--- config.mk ---
export PLATFORM = sky130hd
export DESIGN_NAME = ctrl_pipe_hazard_flat
export DESIGN_NICKNAME = d
export VERILOG_FILES = /design/src/rtl/ctrl_pipe_hazard_if.sv /design/src/rtl/ctrl_pipe_hazard.sv /design/src/flat_wrapper.sv
export SDC_FILE = /design/constraint.sdc
export NUM_CORES = 1
export LEC_CHECK = 0
export ABC_AREA = 1
export BUFFER_PORTS_ARGS = -buffer_cell sky130_fd_sc_hd__buf_2
export CAP_MARGIN = 5
export CORE_MARGIN = 2
export CORE_UTILIZATION = 30
export CTS_BUF_LIST = sky130_fd_sc_hd__clkbuf_16
export DETAILED_ROUTE_END_ITERATION = 16
export REMOVE_ABC_BUFFERS = 1
export SYNTH_ARGS = -nofsm -noshare
export SYNTH_HDL_FRONTEND = slang
export SYNTH_SLANG_ARGS = --single-unit
--- constraint.sdc ---
create_clock -name clk -period 4.63 [get_ports clk]
set_clock_uncertainty 0.2 [all_clocks]
set_input_delay 0.2315 -clock clk [delete_from_list [all_inputs] [get_ports clk]]
set_output_delay 0.2315 -clock clk [all_outputs]
set_load 0.01 [all_outputs]
--- src/rtl/ctrl_pipe_hazard_if.sv ---
// rtl/ctrl_pipe_hazard_if.sv - decode-stage control bus feeding the pipeline hazard block
interface ctrl_pipe_hazard_if;
  logic [2:0] ID_JumpBranch;
  logic [4:0] ID_rsAddr;
  logic [4:0] ID_rtAddr;
  logic [4:0] ID_wrAddr;
  logic       ID_UseRs;
  logic       ID_UseRt;
  logic       ID_RegWrite;
  logic       ID_MemWrite;
  logic       ID_MemtoReg;
  logic       ID_Taken;

  // decode drives the bus
  modport master (
    output ID_JumpBranch, ID_rsAddr, ID_rtAddr, ID_wrAddr,
    output ID_UseRs, ID_UseRt, ID_RegWrite, ID_MemWrite, ID_MemtoReg, ID_Taken
  );

  // hazard/pipeline block consumes the bus
  modport slave (
    input ID_JumpBranch, ID_rsAddr, ID_rtAddr, ID_wrAddr,
    input ID_UseRs, ID_UseRt, ID_RegWrite, ID_MemWrite, ID_MemtoReg, ID_Taken
  );
endinterface

--- src/rtl/ctrl_pipe_hazard.sv ---
// rtl/ctrl_pipe_hazard.sv - control-field pipeline registers with stall/flush/bubble hazard control
module ctrl_pipe_hazard #(
  parameter int CNT_W = 32
) (
  input  logic             clk,
  input  logic             rst,
  input  logic             ext_stall,
  ctrl_pipe_hazard_if.slave id,
  output logic [4:0]       EX_rsAddr,
  output logic [4:0]       EX_rtAddr,
  output logic [4:0]       EX_wrAddr,
  output logic             EX_RegWrite,
  output logic             EX_MemWrite,
  output logic             EX_MemtoReg,
  output logic [2:0]       EX_JumpBranch,
  output logic [4:0]       MEM_rtAddr,
  output logic [4:0]       MEM_wrAddr,
  output logic             MEM_RegWrite,
  output logic             MEM_MemWrite,
  output logic             MEM_MemtoReg,
  output logic [2:0]       MEM_JumpBranch,
  output logic [4:0]       WB_wrAddr,
  output logic             WB_RegWrite,
  output logic             WB_MemtoReg,
  output logic             PC_Stall,
  output logic             IFID_Stall,
  output logic             IFID_Flush,
  output logic             IDEX_Bubble,
  output logic [CNT_W-1:0] stall_cnt,
  output logic [CNT_W-1:0] flush_cnt
);

  localparam logic [2:0] JB_BEQ = 3'd1;
  localparam logic [2:0] JB_BNE = 3'd2;
  localparam logic [2:0] JB_JR  = 3'd3;
  localparam logic [CNT_W-1:0] CNT_ONE = {{(CNT_W-1){1'b0}}, 1'b1};
  localparam logic [CNT_W-1:0] CNT_MAX = {CNT_W{1'b1}};

  logic id_is_br;
  logic ex_hits_src;
  logic mem_hits_src;
  logic load_use;
  logic br_vs_ex;
  logic br_vs_mem;
  logic hz;

  // Hazard detection; register 0 never matches, WB is covered by the split-cycle register file
  always_comb begin
    id_is_br     = 1'b0;
    ex_hits_src  = 1'b0;
    mem_hits_src = 1'b0;
    load_use     = 1'b0;
    br_vs_ex     = 1'b0;
    br_vs_mem    = 1'b0;
    hz           = 1'b0;

    id_is_br = (id.ID_JumpBranch == JB_BEQ) || (id.ID_JumpBranch == JB_BNE) ||
               (id.ID_JumpBranch == JB_JR);

    ex_hits_src  = (EX_wrAddr != 5'd0) &&
                   ((id.ID_UseRs && (EX_wrAddr == id.ID_rsAddr)) ||
                    (id.ID_UseRt && (EX_wrAddr == id.ID_rtAddr)));
    mem_hits_src = (MEM_wrAddr != 5'd0) &&
                   ((id.ID_UseRs && (MEM_wrAddr == id.ID_rsAddr)) ||
                    (id.ID_UseRt && (MEM_wrAddr == id.ID_rtAddr)));

    // a store's data register loaded by the previous lw is forwarded WB->MEM, so it is exempt
    load_use = EX_MemtoReg && (EX_wrAddr != 5'd0) &&
               ((id.ID_UseRs && (EX_wrAddr == id.ID_rsAddr)) ||
                (id.ID_UseRt && (EX_wrAddr == id.ID_rtAddr) && !id.ID_MemWrite));
    br_vs_ex  = id_is_br && EX_RegWrite && ex_hits_src;
    br_vs_mem = id_is_br && MEM_MemtoReg && mem_hits_src;

    hz = load_use || br_vs_ex || br_vs_mem;
  end

  // Stall/flush/bubble steering, ordered rst > ext_stall > hz > ID_Taken
  always_comb begin
    PC_Stall    = 1'b0;
    IFID_Stall  = 1'b0;
    IFID_Flush  = 1'b0;
    IDEX_Bubble = 1'b0;
    if (!rst) begin
      PC_Stall    = ext_stall || hz;
      IFID_Stall  = ext_stall || hz;
      IDEX_Bubble = !ext_stall && hz;
      // the taken flag is not trusted while the branch waits on its operands
      IFID_Flush  = !ext_stall && !hz && id.ID_Taken;
    end
  end

  // ID/EX stage: hold on ext_stall, load a bubble on a hazard, otherwise take decode fields
  always_ff @(posedge clk or posedge rst) begin
    if (rst) begin
      EX_rsAddr     <= 5'd0;
      EX_rtAddr     <= 5'd0;
      EX_wrAddr     <= 5'd0;
      EX_RegWrite   <= 1'b0;
      EX_MemWrite   <= 1'b0;
      EX_MemtoReg   <= 1'b0;
      EX_JumpBranch <= 3'd0;
    end else if (!ext_stall) begin
      if (hz) begin
        EX_rsAddr     <= 5'd0;
        EX_rtAddr     <= 5'd0;
        EX_wrAddr     <= 5'd0;
        EX_RegWrite   <= 1'b0;
        EX_MemWrite   <= 1'b0;
        EX_MemtoReg   <= 1'b0;
        EX_JumpBranch <= 3'd0;
      end else begin
        EX_rsAddr     <= id.ID_rsAddr;
        EX_rtAddr     <= id.ID_rtAddr;
        EX_wrAddr     <= id.ID_wrAddr;
        EX_RegWrite   <= id.ID_RegWrite;
        EX_MemWrite   <= id.ID_MemWrite;
        EX_MemtoReg   <= id.ID_MemtoReg;
        EX_JumpBranch <= id.ID_JumpBranch;
      end
    end
  end

  // EX/MEM and MEM/WB stages: advance every cycle except under ext_stall
  always_ff @(posedge clk or posedge rst) begin
    if (rst) begin
      MEM_rtAddr     <= 5'd0;
      MEM_wrAddr     <= 5'd0;
      MEM_RegWrite   <= 1'b0;
      MEM_MemWrite   <= 1'b0;
      MEM_MemtoReg   <= 1'b0;
      MEM_JumpBranch <= 3'd0;
      WB_wrAddr      <= 5'd0;
      WB_RegWrite    <= 1'b0;
      WB_MemtoReg    <= 1'b0;
    end else if (!ext_stall) begin
      MEM_rtAddr     <= EX_rtAddr;
      MEM_wrAddr     <= EX_wrAddr;
      MEM_RegWrite   <= EX_RegWrite;
      MEM_MemWrite   <= EX_MemWrite;
      MEM_MemtoReg   <= EX_MemtoReg;
      MEM_JumpBranch <= EX_JumpBranch;
      WB_wrAddr      <= MEM_wrAddr;
      WB_RegWrite    <= MEM_RegWrite;
      WB_MemtoReg    <= MEM_MemtoReg;
    end
  end

  // Saturating event counters for hazard stalls and taken-branch flushes
  always_ff @(posedge clk or posedge rst) begin
    if (rst) begin
      stall_cnt <= '0;
      flush_cnt <= '0;
    end else begin
      if (IDEX_Bubble && (stall_cnt != CNT_MAX)) stall_cnt <= stall_cnt + CNT_ONE;
      if (IFID_Flush && (flush_cnt != CNT_MAX)) flush_cnt <= flush_cnt + CNT_ONE;
    end
  end

endmodule
--- src/flat_wrapper.sv ---
// flat-port wrapper written by rule: the top's interface ports become plain ports
module ctrl_pipe_hazard_flat 
#(
  parameter int CNT_W = 32
)
  (clk, rst, ext_stall, EX_rsAddr, EX_rtAddr, EX_wrAddr, EX_RegWrite, EX_MemWrite, EX_MemtoReg, EX_JumpBranch, MEM_rtAddr, MEM_wrAddr, MEM_RegWrite, MEM_MemWrite, MEM_MemtoReg, MEM_JumpBranch, WB_wrAddr, WB_RegWrite, WB_MemtoReg, PC_Stall, IFID_Stall, IFID_Flush, IDEX_Bubble, stall_cnt, flush_cnt, id_ID_JumpBranch, id_ID_rsAddr, id_ID_rtAddr, id_ID_wrAddr, id_ID_UseRs, id_ID_UseRt, id_ID_RegWrite, id_ID_MemWrite, id_ID_MemtoReg, id_ID_Taken);
  ctrl_pipe_hazard_if id_i ();
  input  logic clk;
  input  logic rst;
  input  logic ext_stall;
  output logic [4:0] EX_rsAddr;
  output logic [4:0] EX_rtAddr;
  output logic [4:0] EX_wrAddr;
  output logic EX_RegWrite;
  output logic EX_MemWrite;
  output logic EX_MemtoReg;
  output logic [2:0] EX_JumpBranch;
  output logic [4:0] MEM_rtAddr;
  output logic [4:0] MEM_wrAddr;
  output logic MEM_RegWrite;
  output logic MEM_MemWrite;
  output logic MEM_MemtoReg;
  output logic [2:0] MEM_JumpBranch;
  output logic [4:0] WB_wrAddr;
  output logic WB_RegWrite;
  output logic WB_MemtoReg;
  output logic PC_Stall;
  output logic IFID_Stall;
  output logic IFID_Flush;
  output logic IDEX_Bubble;
  output logic [CNT_W-1:0] stall_cnt;
  output logic [CNT_W-1:0] flush_cnt;
  input wire logic [$bits(id_i.ID_JumpBranch)-1:0] id_ID_JumpBranch;
  input wire logic [$bits(id_i.ID_rsAddr)-1:0] id_ID_rsAddr;
  input wire logic [$bits(id_i.ID_rtAddr)-1:0] id_ID_rtAddr;
  input wire logic [$bits(id_i.ID_wrAddr)-1:0] id_ID_wrAddr;
  input wire logic [$bits(id_i.ID_UseRs)-1:0] id_ID_UseRs;
  input wire logic [$bits(id_i.ID_UseRt)-1:0] id_ID_UseRt;
  input wire logic [$bits(id_i.ID_RegWrite)-1:0] id_ID_RegWrite;
  input wire logic [$bits(id_i.ID_MemWrite)-1:0] id_ID_MemWrite;
  input wire logic [$bits(id_i.ID_MemtoReg)-1:0] id_ID_MemtoReg;
  input wire logic [$bits(id_i.ID_Taken)-1:0] id_ID_Taken;
  assign id_i.ID_JumpBranch = id_ID_JumpBranch;
  assign id_i.ID_rsAddr = id_ID_rsAddr;
  assign id_i.ID_rtAddr = id_ID_rtAddr;
  assign id_i.ID_wrAddr = id_ID_wrAddr;
  assign id_i.ID_UseRs = id_ID_UseRs;
  assign id_i.ID_UseRt = id_ID_UseRt;
  assign id_i.ID_RegWrite = id_ID_RegWrite;
  assign id_i.ID_MemWrite = id_ID_MemWrite;
  assign id_i.ID_MemtoReg = id_ID_MemtoReg;
  assign id_i.ID_Taken = id_ID_Taken;
  ctrl_pipe_hazard #(.CNT_W(CNT_W)) u_core (.clk(clk), .rst(rst), .ext_stall(ext_stall), .id(id_i), .EX_rsAddr(EX_rsAddr), .EX_rtAddr(EX_rtAddr), .EX_wrAddr(EX_wrAddr), .EX_RegWrite(EX_RegWrite), .EX_MemWrite(EX_MemWrite), .EX_MemtoReg(EX_MemtoReg), .EX_JumpBranch(EX_JumpBranch), .MEM_rtAddr(MEM_rtAddr), .MEM_wrAddr(MEM_wrAddr), .MEM_RegWrite(MEM_RegWrite), .MEM_MemWrite(MEM_MemWrite), .MEM_MemtoReg(MEM_MemtoReg), .MEM_JumpBranch(MEM_JumpBranch), .WB_wrAddr(WB_wrAddr), .WB_RegWrite(WB_RegWrite), .WB_MemtoReg(WB_MemtoReg), .PC_Stall(PC_Stall), .IFID_Stall(IFID_Stall), .IFID_Flush(IFID_Flush), .IDEX_Bubble(IDEX_Bubble), .stall_cnt(stall_cnt), .flush_cnt(flush_cnt));
endmodule
# [Word level (Yosys, flattened, before mapping)]
# Cells that the tools add are included.
[word_totals] elab_cells=70 ff_bits=108 in_bits=27
[op_classes] reduce_logical=31 n_mux=10 eq_ne=9 addsub=2
[ops] op="adder 32 x 1 -> 32 bit (second input constant)" count=2
[ops] op="inequality test 32 bit (second input constant)" count=2
[ops] op="equality test 5 bit" count=4
[ops] op="logical AND 1 bit" count=18
[ops] op="2-to-1 mux 5 bit" count=3
[ops] op="nonzero test 5 bit" count=2
[ops] op="logical OR 1 bit" count=8
[ops] op="equality test 3 x 2 -> 1 bit (second input constant)" count=2
[ops] op="2-to-1 mux 1 bit" count=6
[ops] op="equality test 3 x 1 -> 1 bit (second input constant)" count=1
[ops] op="logical NOT 1 bit" count=3
[ops] op="2-to-1 mux 3 bit" count=1

# [Logic depth before layout (Yosys ltp)]
[depth] word_depth=12 ltp_mapped=14

# [Least setup slack after synthesis]
# OpenSTA, ideal clock, no wires.
[synth_path] path_kind="input-to-output" startpoint="in rst" endpoint="out PC_Stall" slack_ns=0.030 stages=5 arrival_ns=4.169 path_cell_list="inv_1 -> clkbuf_1 -> nand2_1 -> inv_1 -> buf_4"
[synth_between] elab_chain_len=1
[synth_rtl] item="start, declared" line="flat_wrapper.sv:9" text="input logic rst;"
[synth_rtl] item="2-to-1 mux 1 bit"
[synth_rtl] item="end, declared" line="flat_wrapper.sv:27" text="output logic PC_Stall;"
# Every way passes these cells.

# [Final worst setup path]
[layout_path] startpoint="in id_ID_JumpBranch[0]" endpoint="out PC_Stall"
[layout_between] elab_chain_len=9 word_cells_on_any_way=13
[layout_rtl] item="start, declared" line="flat_wrapper.sv:33" text="input wire logic [$bits(id_i.ID_JumpBranch)-1:0] id_ID_JumpBranch;"
[layout_rtl] item="equality test 3 x 1 -> 1 bit / equality test 3 x 2 -> 1 bit (equally long branches)" line="ctrl_pipe_hazard.sv:57" text="id_is_br = (id.ID_JumpBranch == JB_BEQ) || (id.ID_JumpBranch == JB_BNE) ||"
[layout_rtl] item="logical OR 1 bit" line="ctrl_pipe_hazard.sv:57"
[layout_rtl] item="logical OR 1 bit *" line="ctrl_pipe_hazard.sv:57"
[layout_rtl] item="logical AND 1 bit (2 in series)" line="ctrl_pipe_hazard.sv:71" text="br_vs_ex = id_is_br && EX_RegWrite && ex_hits_src;"
[layout_rtl] item="logical OR 1 bit" line="ctrl_pipe_hazard.sv:74" text="hz = load_use || br_vs_ex || br_vs_mem;"
[layout_rtl] item="logical OR 1 bit *" line="ctrl_pipe_hazard.sv:74"
[layout_rtl] item="logical OR 1 bit *" line="ctrl_pipe_hazard.sv:84" text="PC_Stall = ext_stall || hz;"
[layout_rtl] item="2-to-1 mux 1 bit *" line="ctrl_pipe_hazard.sv:83" text="if (!rst) begin"
# Every way passes the cells marked *; elsewhere a longest branch is shown, timed or not.

==> out/qor.csv <==
stage,metric,value,unit
grt,grt.total_usage,17.62,%
timing,slew_headroom,35.82,%
setup_path,r2r-end,u_core.stall_cnt[25],
setup_path,crit_arrival,2590,ps
clock_tree,clock_path_buffers,2,
timing,clock.fmax,0.3306,GHz
placement,gp_congestion,0.9327,
power,p_int,1.544,mW
layout,regArea,2703,µm²
placement,port_buffers,138,
grt,first_global_vias,5861,
grt,grt-ovfl-total,0,
die,die_y,148.7,µm
setup_path,r2r_slack,1770,ps
synth,syn_inst,864,
placement,hpwl,14040,µm
die,dieArea,22110,µm²
timing,slew_viol_final,0,
power,vdd_ir_drop_max,158.7,µV
drt,drt_wl_total,19040,µm
setup_path,critPathLaunchType,input pin,
setup_path,worstRegToRegCells,11,
power,clkPwrFrac,35.9,%
power,p_comb_share,15.0,%
timing,hold_viol,0,
clock_tree,root_buffer,clkbuf_16,
setup_path,criticalPathCategory,in2out,
synth,synth.distinct_cells,34,
setup_path,required,4200,ps
timing,setup_ws,1605,ps
synth,avgSynthCellArea,7.268,µm²
power,p_switching,0.6444,mW
synth,yosysTopAreaCell,dfrtp_1,
flow_run,max_cap_violations,0,
grt,grt_pass1_wl,31000,µm
drt,drt_iter0_drc,417,
worst_hold_path,hp-class,in2reg,
setup_path,cp_max_fo,14,
layout,final_net_count,1037,
synth,yosysSeqAreaShare,43.04,%
setup_path,cp-end-kind,output port,
power,seqPwrFrac,49.1,%
timing,setup_viol_count_final,0,
synth,synthTopCellsByArea,"dfrtp_1 (43%), nand2_1 (19%), nand4_1 (5.5%)",
clock_tree,path_clk_slew,80,ps
die,top_level_ports,139,
layout,diodes,0,
timing,rsz0062_at_grt,no,
clock_tree,h-tree-depth,3,
synth,synth_area,6280,µm²
setup_path,rr_startpoint,u_core.MEM_wrAddr[4],
die,fp-row-count,52,
clock_tree,cts_buffers,9,
layout,multiInputGateArea,3089,µm²
drt,first_pass_iters,5,
timing,tightest_slew,959.8,ps
timing,hold_ws,14.07,ps
die,fp.dieW,148.7,µm
layout,finalInstanceArea,7649,µm²
clock_tree,tritoncts,built,
grt,antenna_found_initial,0,
drt,via_per_inst,4.804,
clock_tree,cts.sinks,108,
power,power_density,286.2,nW/µm²
synth,ys_seq_elements,108,
drt,num_vias,6164,
power,p_sw_share,29.44,%
placement,preCtsSetupSlack,1776,ps
die,start_util,30.84,%
clock_tree,clk_latency,360,ps
die,core_area,20360,µm²
layout,drive_gt1_share,18.46,%
placement,dpl_cell_area,7202,µm²
layout,mostFrequentLayoutCells,"nand2_1 (326), buf_2 (138), dfrtp_1 (108)",
setup_path,worstSetupStartpoint,id_ID_JumpBranch[0],
drt,post-route-drc-count,0,
clock_tree,cts-resized-gates,0,
drt,post_drt_wl_per_cell,14.84,µm
layout,final_common_cell,nand2_1,
power,p_leak,3.967,nW
layout,area_delta_synth_final,21.80,%
setup_path,worstSetupEndpoint,PC_Stall,
timing,post-route-period-util,65.33,%
synth,ys_warn_count,0,
grt,grt_max_degree,59,
layout,fillCellCount,2175,
outcome,status,finished clean,
synth,synth.top_cell.area_share,43.04,%
drt,final_antenna_net_count,0,
timing,tns,0,ps
timing,fin_crit,3025,ps
[worst min path at each step]
stage | start | end | slack, ps | depth (start not counted)
2_1_floorplan | ext_stall | u_core.MEM_MemWrite | 140 | 1
3_3_place_gp | rst | u_core.stall_cnt[21] | 60 | 2
3_5_place_dp | rst | u_core.stall_cnt[21] | 60 | 2
4_1_cts | id_ID_rsAddr[0] | u_core.EX_rsAddr[0] | 5 | 3
5_1_grt | id_ID_rsAddr[4] | u_core.EX_rsAddr[4] | 30 | 3
6_report | id_ID_rsAddr[3] | u_core.EX_rsAddr[3] | 10 | 3
[per-layer routing]
| layer | part of all wire [%] | routed length (µm) | global-route usage [%] | up-vias |
|---|---|---|---|---|
| met5 | 0 | 0 | 0 | - |
| met4 | 2.1 | 397 | 6.429 | 0 |
| met3 | 4.5 | 854 | 2.454 | 27 |
| met2 | 46 | 8703 | 28.31 | 158 |
| met1 | 48 | 9086 | 24.29 | 2912 |
| li1 | - | - | - | 3067 |
[per-stage QoR]
| step | utilization (%) | power, mW | std cells |
|---|---|---|---|
| 2_1_floorplan | - | 1.260 | 836 |
| 4_1_cts | 37.56 | 2.214 | 1283 |
| 3_5_place_dp | 35.37 | 1.415 | 1251 |
| 6_report | 37.56 | 2.189 | 1283 |
| 3_3_place_gp | 35.37 | 1.413 | 1251 |
| 5_1_grt | 37.56 | 2.304 | 1283 |
[sequential cells by signal, summed over array words and instances, names as in the netlist, 3 cells and up]
| signal | cells |
|---|---|
| u_core.MEM_JumpBranch | 3 |
| u_core.EX_wrAddr | 5 |
| u_core.flush_cnt | 32 |
| u_core.WB_wrAddr | 5 |
| u_core.MEM_rtAddr | 5 |
| u_core.EX_JumpBranch | 3 |
| u_core.MEM_wrAddr | 5 |
| u_core.stall_cnt | 32 |
| u_core.EX_rsAddr | 5 |
| u_core.EX_rtAddr | 5 |
[timing repair]
action,in CTS,in global routing
endpoints found under the hold margin,31,0
buffers inserted,0,0
hold buffers,16,0
[synth_stat cells]
cell	count
a31oi_1	1
nor4_1	4
nor2_2	3
buf_1	1
nand3b_1	4
nor3_2	2
buf_2	6
o21ai_1	9
xnor2_1	18
and3_1	2
o22ai_1	8
nand2_1	326
inv_2	10
a21oi_1	2
buf_6	4
ha_1	2
nor3_1	27
a21oi_4	1
nand4_1	55
nand2_4	1
nand3_1	29
nand3_2	3
buf_4	5
nor2_1	68
clkbuf_1	12
o21ai_0	38
clkinv_1	1
nor4_4	1
xor2_1	29
nor2_4	2
a21oi_2	1
dfrtp_1	108
inv_1	76
nand2_2	5
[final cells by class]
| type | count | area share [%] |
|---|---|---|
| clock buffer | 9 | 2.945 |
| clock inverter | 7 | 0.8016 |
| inverter | 87 | 4.302 |
| multi-input combinational | 641 | 40.39 |
| sequential | 108 | 35.33 |
| tap | 270 | 4.417 |
| timing repair buffer | 161 | 11.81 |
[power by group through the flow]
| stage | combinational [mW] | sequential [mW] | clock [mW] |
|---|---|---|---|
| floorplan | 0.151 | 1.11 | 0 |
| global placement | 0.321 | 1.09 | 0 |
| detailed placement | 0.322 | 1.09 | 0 |
| CTS | 0.334 | 1.07 | 0.805 |
| global route | 0.375 | 1.09 | 0.843 |
| finish | 0.329 | 1.07 | 0.785 |
[worst max-delay path, stage by stage]
cell           delay [ps]
dlygate4sd3_1         550
buf_2                 100
inv_1                  40
nand2_1               100
nand3_1               110
nand2_1                90
nand2_1                50
o21ai_1               140
nand2_1               160
nand2_2               250
inv_2                 170
nand2_2               290
nand2_1                90
inv_1                  90
buf_2                 130
[kinds of logic after synthesis]
group	Yosys count	synth area share, %
adder cells (fa/ha/maj)	2	0.3984
buffers and inverters	115	7.770
AND/OR/NAND/NOR	532	37.04
XOR/XNOR	47	6.555
AO/OA/AOI/OAI	60	5.200
flip-flops	108	43.04
Note: power is estimated with default switching activity, not from simulation.
